**src/rtl/dma_tlp_tx_if.sv**
```systemverilog
// dma_tlp_tx_if: 64-bit TRN transmit bus between the TLP builder and the
// PCIe endpoint core.
//   trn_td         64  beat data, [63:32] is the first DW on the wire
//   trn_trem_n      8  8'h00 both DWs valid, 8'h0F upper DW only
//   trn_tsof_n      1  start of frame, active low
//   trn_teof_n      1  end of frame, active low
//   trn_tsrc_rdy_n  1  source has a beat, active low
//   trn_tdst_rdy_n  1  core takes the beat, active low
// master = TLP source, slave = endpoint core.
interface dma_tlp_tx_if;
    logic [63:0] trn_td;
    logic [7:0]  trn_trem_n;
    logic        trn_tsof_n;
    logic        trn_teof_n;
    logic        trn_tsrc_rdy_n;
    logic        trn_tdst_rdy_n;

    modport master (
        output trn_td, trn_trem_n, trn_tsof_n, trn_teof_n, trn_tsrc_rdy_n,
        input  trn_tdst_rdy_n
    );

    modport slave (
        input  trn_td, trn_trem_n, trn_tsof_n, trn_teof_n, trn_tsrc_rdy_n,
        output trn_tdst_rdy_n
    );
endinterface

```
**src/rtl/dma_tlp_tx.sv**
```systemverilog
// dma_tlp_tx: builds one PCIe Memory Write TLP (3DW header, 32-bit address)
// per dma_start and streams TLP_SIZE_DW payload DWs from a FWFT FIFO onto
// the 64-bit TRN transmit bus.
// Ports:
//   trn_clk, trn_rst        clock, asynchronous active-high reset
//   dma_start, dma_addr     start request and DW address [31:2] of the TLP
//   dma_rd_en               registered payload window back to the DMA SM
//   stream_on               low blocks new starts
//   cfg_bus_mstr_enable     low blocks new starts
//   cfg_completer_id        requester ID placed in header DW1
//   fifo_dout, fifo_empty   FWFT FIFO head word ([63:32] earlier DW), empty
//   fifo_rd_en              FIFO pop strobe
//   trn                     TRN transmit bus (master side)
//   tlp_count               completed TLPs, wraps
//   fifo_underflow          sticky: pop issued while FIFO was empty
module dma_tlp_tx #(
    parameter int TLP_SIZE_DW = 32
) (
    input  logic               trn_clk,
    input  logic               trn_rst,
    input  logic               dma_start,
    input  logic [29:0]        dma_addr,
    output logic               dma_rd_en,
    input  logic               stream_on,
    input  logic               cfg_bus_mstr_enable,
    input  logic [15:0]        cfg_completer_id,
    input  logic [63:0]        fifo_dout,
    input  logic               fifo_empty,
    output logic               fifo_rd_en,
    dma_tlp_tx_if.master       trn,
    output logic [31:0]        tlp_count,
    output logic               fifo_underflow
);

    localparam int BEATS = TLP_SIZE_DW / 2;
    localparam int CW    = $clog2(BEATS) + 1;
    // Payload beats remaining after the HDR1 pop.
    localparam logic [CW-1:0] CNT_LOAD = CW'(BEATS - 1);
    // MWr, 3DW header, no data digest, TC0, attr 0, length in DW.
    localparam logic [31:0] HDR_DW0 = 32'h4000_0000 | {22'h0, 10'(TLP_SIZE_DW)};

    typedef enum logic [2:0] {
        IDLE    = 3'd0,
        HDR0    = 3'd1,
        HDR1    = 3'd2,
        PAYLOAD = 3'd3,
        LAST    = 3'd4,
        GAP     = 3'd5
    } state_t;

    state_t          state_r;
    state_t          next_s;
    logic [29:0]     addr_r;
    logic [31:0]     held_r;
    logic [CW-1:0]   cnt_r;
    logic [31:0]     tlp_count_r;
    logic            underflow_r;
    logic            rd_en_r;

    logic [63:0]     td_s;
    logic [7:0]      trem_s;
    logic            sof_s;
    logic            eof_s;
    logic            src_rdy_s;
    logic            pop_s;
    logic            start_s;
    logic            done_s;

    // State register.
    always_ff @(posedge trn_clk or posedge trn_rst) begin
        if (trn_rst) begin
            state_r <= IDLE;
        end else begin
            state_r <= next_s;
        end
    end

    // Next-state and TRN beat decode. Beat outputs depend only on state,
    // the holding register and the FIFO head, so they hold under stall.
    always_comb begin
        next_s    = state_r;
        td_s      = 64'h0;
        trem_s    = 8'h00;
        sof_s     = 1'b1;
        eof_s     = 1'b1;
        src_rdy_s = 1'b1;
        pop_s     = 1'b0;
        start_s   = 1'b0;
        done_s    = 1'b0;
        case (state_r)
            IDLE: begin
                if (dma_start && stream_on && cfg_bus_mstr_enable) begin
                    start_s = 1'b1;
                    next_s  = HDR0;
                end else begin
                    next_s  = IDLE;
                end
            end
            HDR0: begin
                src_rdy_s = 1'b0;
                sof_s     = 1'b0;
                td_s      = {HDR_DW0, cfg_completer_id, 8'h00, 4'hF, 4'hF};
                if (!trn.trn_tdst_rdy_n) begin
                    next_s = HDR1;
                end else begin
                    next_s = HDR0;
                end
            end
            HDR1: begin
                src_rdy_s = 1'b0;
                td_s      = {addr_r, 2'b00, fifo_dout[63:32]};
                if (!trn.trn_tdst_rdy_n) begin
                    pop_s = 1'b1;
                    if (CNT_LOAD == {CW{1'b0}}) begin
                        next_s = LAST;
                    end else begin
                        next_s = PAYLOAD;
                    end
                end else begin
                    next_s = HDR1;
                end
            end
            PAYLOAD: begin
                src_rdy_s = 1'b0;
                td_s      = {held_r, fifo_dout[63:32]};
                if (!trn.trn_tdst_rdy_n) begin
                    pop_s = 1'b1;
                    // This pop is the last one when one beat remains.
                    if (cnt_r == CW'(1)) begin
                        next_s = LAST;
                    end else begin
                        next_s = PAYLOAD;
                    end
                end else begin
                    next_s = PAYLOAD;
                end
            end
            LAST: begin
                src_rdy_s = 1'b0;
                eof_s     = 1'b0;
                trem_s    = 8'h0F;
                td_s      = {held_r, 32'h0000_0000};
                if (!trn.trn_tdst_rdy_n) begin
                    done_s = 1'b1;
                    next_s = GAP;
                end else begin
                    next_s = LAST;
                end
            end
            GAP: begin
                next_s = IDLE;
            end
            default: begin
                next_s = IDLE;
            end
        endcase
    end

    // Datapath: address latch, odd-DW holding register, beat counter,
    // statistics and the payload window.
    always_ff @(posedge trn_clk or posedge trn_rst) begin
        if (trn_rst) begin
            addr_r      <= 30'h0;
            held_r      <= 32'h0;
            cnt_r       <= {CW{1'b0}};
            tlp_count_r <= 32'h0;
            underflow_r <= 1'b0;
            rd_en_r     <= 1'b0;
        end else begin
            if (start_s) begin
                addr_r <= dma_addr;
            end
            if (pop_s) begin
                held_r <= fifo_dout[31:0];
                cnt_r  <= (state_r == HDR1) ? CNT_LOAD : (cnt_r - CW'(1));
            end
            if (pop_s && fifo_empty) begin
                underflow_r <= 1'b1;
            end
            if (done_s) begin
                tlp_count_r <= tlp_count_r + 32'd1;
            end
            // High exactly while in HDR1/PAYLOAD, stalls included.
            rd_en_r <= (next_s == HDR1) || (next_s == PAYLOAD);
        end
    end

    assign trn.trn_td         = td_s;
    assign trn.trn_trem_n     = trem_s;
    assign trn.trn_tsof_n     = sof_s;
    assign trn.trn_teof_n     = eof_s;
    assign trn.trn_tsrc_rdy_n = src_rdy_s;
    assign fifo_rd_en         = pop_s;
    assign dma_rd_en          = rd_en_r;
    assign tlp_count          = tlp_count_r;
    assign fifo_underflow     = underflow_r;

endmodule

```
**src/flat_wrapper.sv**
```systemverilog
// flat-port wrapper written by rule: the top's interface ports become plain ports
module dma_tlp_tx_flat 
#(
    parameter int TLP_SIZE_DW = 32
)
  (trn_clk, trn_rst, dma_start, dma_addr, dma_rd_en, stream_on, cfg_bus_mstr_enable, cfg_completer_id, fifo_dout, fifo_empty, fifo_rd_en, tlp_count, fifo_underflow, trn_trn_td, trn_trn_trem_n, trn_trn_tsof_n, trn_trn_teof_n, trn_trn_tsrc_rdy_n, trn_trn_tdst_rdy_n);
  dma_tlp_tx_if trn_i ();
  input  logic trn_clk;
  input  logic trn_rst;
  input  logic dma_start;
  input  logic [29:0] dma_addr;
  output logic dma_rd_en;
  input  logic stream_on;
  input  logic cfg_bus_mstr_enable;
  input  logic [15:0] cfg_completer_id;
  input  logic [63:0] fifo_dout;
  input  logic fifo_empty;
  output logic fifo_rd_en;
  output logic [31:0] tlp_count;
  output logic fifo_underflow;
  output wire logic [$bits(trn_i.trn_td)-1:0] trn_trn_td;
  output wire logic [$bits(trn_i.trn_trem_n)-1:0] trn_trn_trem_n;
  output wire logic [$bits(trn_i.trn_tsof_n)-1:0] trn_trn_tsof_n;
  output wire logic [$bits(trn_i.trn_teof_n)-1:0] trn_trn_teof_n;
  output wire logic [$bits(trn_i.trn_tsrc_rdy_n)-1:0] trn_trn_tsrc_rdy_n;
  input wire logic [$bits(trn_i.trn_tdst_rdy_n)-1:0] trn_trn_tdst_rdy_n;
  assign trn_trn_td = trn_i.trn_td;
  assign trn_trn_trem_n = trn_i.trn_trem_n;
  assign trn_trn_tsof_n = trn_i.trn_tsof_n;
  assign trn_trn_teof_n = trn_i.trn_teof_n;
  assign trn_trn_tsrc_rdy_n = trn_i.trn_tsrc_rdy_n;
  assign trn_i.trn_tdst_rdy_n = trn_trn_tdst_rdy_n;
  dma_tlp_tx #(.TLP_SIZE_DW(TLP_SIZE_DW)) u_core (.trn_clk(trn_clk), .trn_rst(trn_rst), .dma_start(dma_start), .dma_addr(dma_addr), .dma_rd_en(dma_rd_en), .stream_on(stream_on), .cfg_bus_mstr_enable(cfg_bus_mstr_enable), .cfg_completer_id(cfg_completer_id), .fifo_dout(fifo_dout), .fifo_empty(fifo_empty), .fifo_rd_en(fifo_rd_en), .trn(trn_i), .tlp_count(tlp_count), .fifo_underflow(fifo_underflow));
endmodule
```
**config.mk**
```make
export PLATFORM = sky130hd
export DESIGN_NAME = dma_tlp_tx_flat
export DESIGN_NICKNAME = d
export VERILOG_FILES = /design/src/rtl/dma_tlp_tx_if.sv /design/src/rtl/dma_tlp_tx.sv /design/src/flat_wrapper.sv
export SDC_FILE = /design/constraint.sdc
export NUM_CORES = 1
export LEC_CHECK = 0
export CORE_MARGIN = 2
export CORE_UTILIZATION = 31
export DETAILED_ROUTE_END_ITERATION = 8
export PLACE_DENSITY = 0.63
export RECOVER_POWER = 100
export SYNTH_ARGS = -nofsm -noshare
export SYNTH_HDL_FRONTEND = slang
export SYNTH_SLANG_ARGS = --single-unit
```
**constraint.sdc**
```tcl
create_clock -name trn_clk -period 3.84 [get_ports trn_clk]
set_clock_uncertainty 0.05 [all_clocks]
set_input_delay 0.384 -clock trn_clk [delete_from_list [all_inputs] [get_ports trn_clk]]
set_output_delay 0.384 -clock trn_clk [all_outputs]
set_load 0.1 [all_outputs]
```
==> flow_metrics.env <==
export IMPL_outcome="finished with violations"
export IMPL_failed_checks="capacitance limit, slew limit"
export IMPL_finalSetupTns_ps=0
export IMPL_synth_area_leaders="dfrtp_1 (52%), mux2_2 (12%), a22o_1 (7.7%), xnor2_1 (3.5%), mux2_1 (2.7%)"
export IMPL_cp_slowest_cell="nor2b_1"
export IMPL_grt_pass1_wl_um=21300
export IMPL_postCtsSetupRepairBufs=0
export IMPL_clock_sinks=104
export IMPL_vias=3974
export IMPL_slew_viol_final=97
export IMPL_rsz0062_at_grt="false"
export IMPL_routedWlPerCell_um=16.9
export IMPL_synth_top_cell_area_share_pct=52.2
export IMPL_rr_endpoint="u_core.addr_r[10]"
export IMPL_endpoint="fifo_rd_en"
export IMPL_fin_crit_sh_pct=86.5
export IMPL_postRouteAntennaNets=0
export IMPL_die_h_um=131
export IMPL_synth_most_common_cell="dfrtp_1"
export IMPL_seq_area_frac_synth_pct=52.2
export IMPL_cts_buffers=9
export IMPL_crit_path_frequent_cell="nor2b_1"
export IMPL_grt_max_degree=65
export IMPL_finalHoldViolCount=0
export IMPL_start_kind="flop"
export IMPL_ff2ff_setup_slack_ps=700
export IMPL_htreeDepth=3
export IMPL_synth_edf_count=0
export IMPL_final_layout_size_suffix_gt1_share_pct=22.1
export IMPL_grt_pass1_vias=4103
export IMPL_port_buffers=222
export IMPL_tightestPinTransition_ps=2400
export IMPL_worstPathArrival_ps=2890
export IMPL_drt_iter0_markers=111
export IMPL_synth_area_per_cell_um2=12.1
export IMPL_cts_clk_slew_worst_paths_ps=70
export IMPL_postCtsHoldBufs=0
export IMPL_gr_total_overflow=0
export IMPL_grtUsageTotal_pct=16.4
export IMPL_syn_cell_area_um2=4980
export IMPL_cp_cell_sequence="nor2b_1, nor2b_1, clkbuf_2"
export IMPL_die_x_um=131
export IMPL_insertion_delay_ps=340
export IMPL_nets=745
export IMPL_postSynthCellCount=413
export IMPL_areaGrowthSynthToFinish_pct=46.7
export IMPL_end_kind="output pin"
export IMPL_placement_cell_area_um2=7230
export IMPL_yosys_area_top_type="dfrtp_1"
export IMPL_die_area_um2=17100
export IMPL_crit_type="flop to output pin"
export IMPL_cp_required_ps=3410
export IMPL_drc_errors=0
export IMPL_critPathLaunch="u_core.state_r[2]"
export IMPL_drtPass1Iterations=4
export IMPL_ys_ff_latch=104
export IMPL_cts_root_buf="clkbuf_16"
export IMPL_std_cell_rows=46
export IMPL_yosys_warnings=0
export IMPL_cts_tree="built"
export IMPL_finalWirelength_um=14300
export IMPL_worstReg2RegStart="u_core.state_r[0]"
export IMPL_async_flop_share_pct=100
export IMPL_antenna_found_initial=0
export IMPL_synth_cell_type_count=43
export IMPL_io_pins=227
export IMPL_setup_viol=0
export IMPL_worst_path_largest_cell_delay_ps=1120
export IMPL_gp_congestion=0.829
export IMPL_dp_hpwl_um=10800
export IMPL_core_um2=15800
export IMPL_final_core_util_pct=46.4
export IMPL_cap_violations=2
export IMPL_cts_resized=0
export IMPL_synth_flop_cell="dfrtp_1"
export IMPL_hp_class="flop to flop"
export IMPL_clockBufferDepth=2
export IMPL_fillers=1542
export IMPL_fmax_ghz=0.301
export IMPL_synth_common_cells="dfrtp_1 (104), mux2_2 (51), a22o_1 (44)"
export IMPL_vias_per_cell=4.69
export IMPL_final_area_um2=7310
export IMPL_start_util_pct=31.6
export IMPL_layout_min_cycle_time_ps=3320
export IMPL_slew_headroom_pct=-60.3
export IMPL_crit_fanout=15
export IMPL_reg2reg_depth=5
[area by class of cell]
| class | instances | area (um2) | share of cell area, % |
|---|---|---|---|
| flip-flops and latches | 104 | 2600 | 35.6 |
| multi-input cells | 276 | 2170 | 29.7 |
| repair buffers | 229 | 1930 | 26.4 |
| well taps | 216 | 270 | 3.70 |
| clock buffers | 10 | 239 | 3.27 |
| clock inverters | 6 | 75.1 | 1.03 |
| inverters | 5 | 18.8 | 0.257 |
| diodes | 1 | 2.50 | 0.0342 |
[through the flow]
stage / setup slack (ps) / std cells / hold WS, ps
finish: 519 / 847 / 419
detailed placement: 1010 / 830 / 420
CTS: 723 / 846 / 437
global placement: 1140 / 830 / 393
global route: 274 / 846 / 451
floorplan: 278 / 416 / 403
[flip-flops by register name, indices dropped and copies added, names as in the netlist]
name	flops
u_core.addr_r	30
u_core.cnt_r	5
u_core.dma_rd_en	1
u_core.fifo_underflow	1
u_core.held_r	32
u_core.state_r	3
u_core.tlp_count	32
[worst min path at each step]
stage	from	end	cells after the start
floorplan	u_core.addr_r[3]	u_core.addr_r[3]	1
CTS	u_core.fifo_underflow	u_core.fifo_underflow	1
finish	u_core.fifo_underflow	u_core.fifo_underflow	1
global route	u_core.tlp_count[31]	u_core.tlp_count[31]	1
detailed placement	u_core.fifo_underflow	u_core.fifo_underflow	1
global placement	u_core.fifo_underflow	u_core.fifo_underflow	1
[per-layer routing]
layer | vias to the layer above | track usage [%] | share of wire, %
met5 | - | 0 | 0
met4 | 0 | 7.32 | 2.1
met3 | 19 | 4.07 | 7.3
met2 | 151 | 29.5 | 52
met1 | 1921 | 18.5 | 38
li1 | 1883 | - | -
[worst max-delay path: cells and delay by family, from the launching register on]
kind | cells | cell delay [ps]
buffers and inverters | 1 | 630
AND/OR/NAND/NOR | 2 | 1360
flip-flops | 1 | 550
[cell families (layout without fill, tap and decap cells)]
kind of cell	count (synthesis)	after routing	synth area share, %
adder cells (fa/ha/maj)	3	3	0.753
AO/OA/AOI/OAI	58	58	9.59
XOR/XNOR	35	35	6.15
AND/OR/NAND/NOR	112	112	13.1
multiplexers	64	64	14.4
buffers and inverters	36	250	3.64
flip-flops	104	104	52.2
other	1	5	0.0753
[cell usage in the layout, fill, tap and decap left out, types with 2 or more instances in the layout]
cell,instances
a22o_1,44
and2_1,13
and3_1,9
and4_1,5
buf_4,11
clkbuf_1,9
clkbuf_16,9
clkbuf_2,57
clkdlybuf4s50_1,114
clkinv_4,2
conb_1,4
dfrtp_1,104
dlygate4sd3_1,37
ha_1,3
inv_1,5
inv_8,2
mux2_1,13
mux2_2,50
nand2_1,34
nand2b_1,2
nand3_1,12
nand4_1,6
nor2_1,11
nor2b_1,4
nor3_1,3
nor3b_1,2
nor4_1,4
o21a_1,3
o21ai_0,4
xnor2_1,20
xor2_1,15
Power is not shown: default switching activity piles up to over one toggle a cycle in this logic, so the estimate is an artifact.
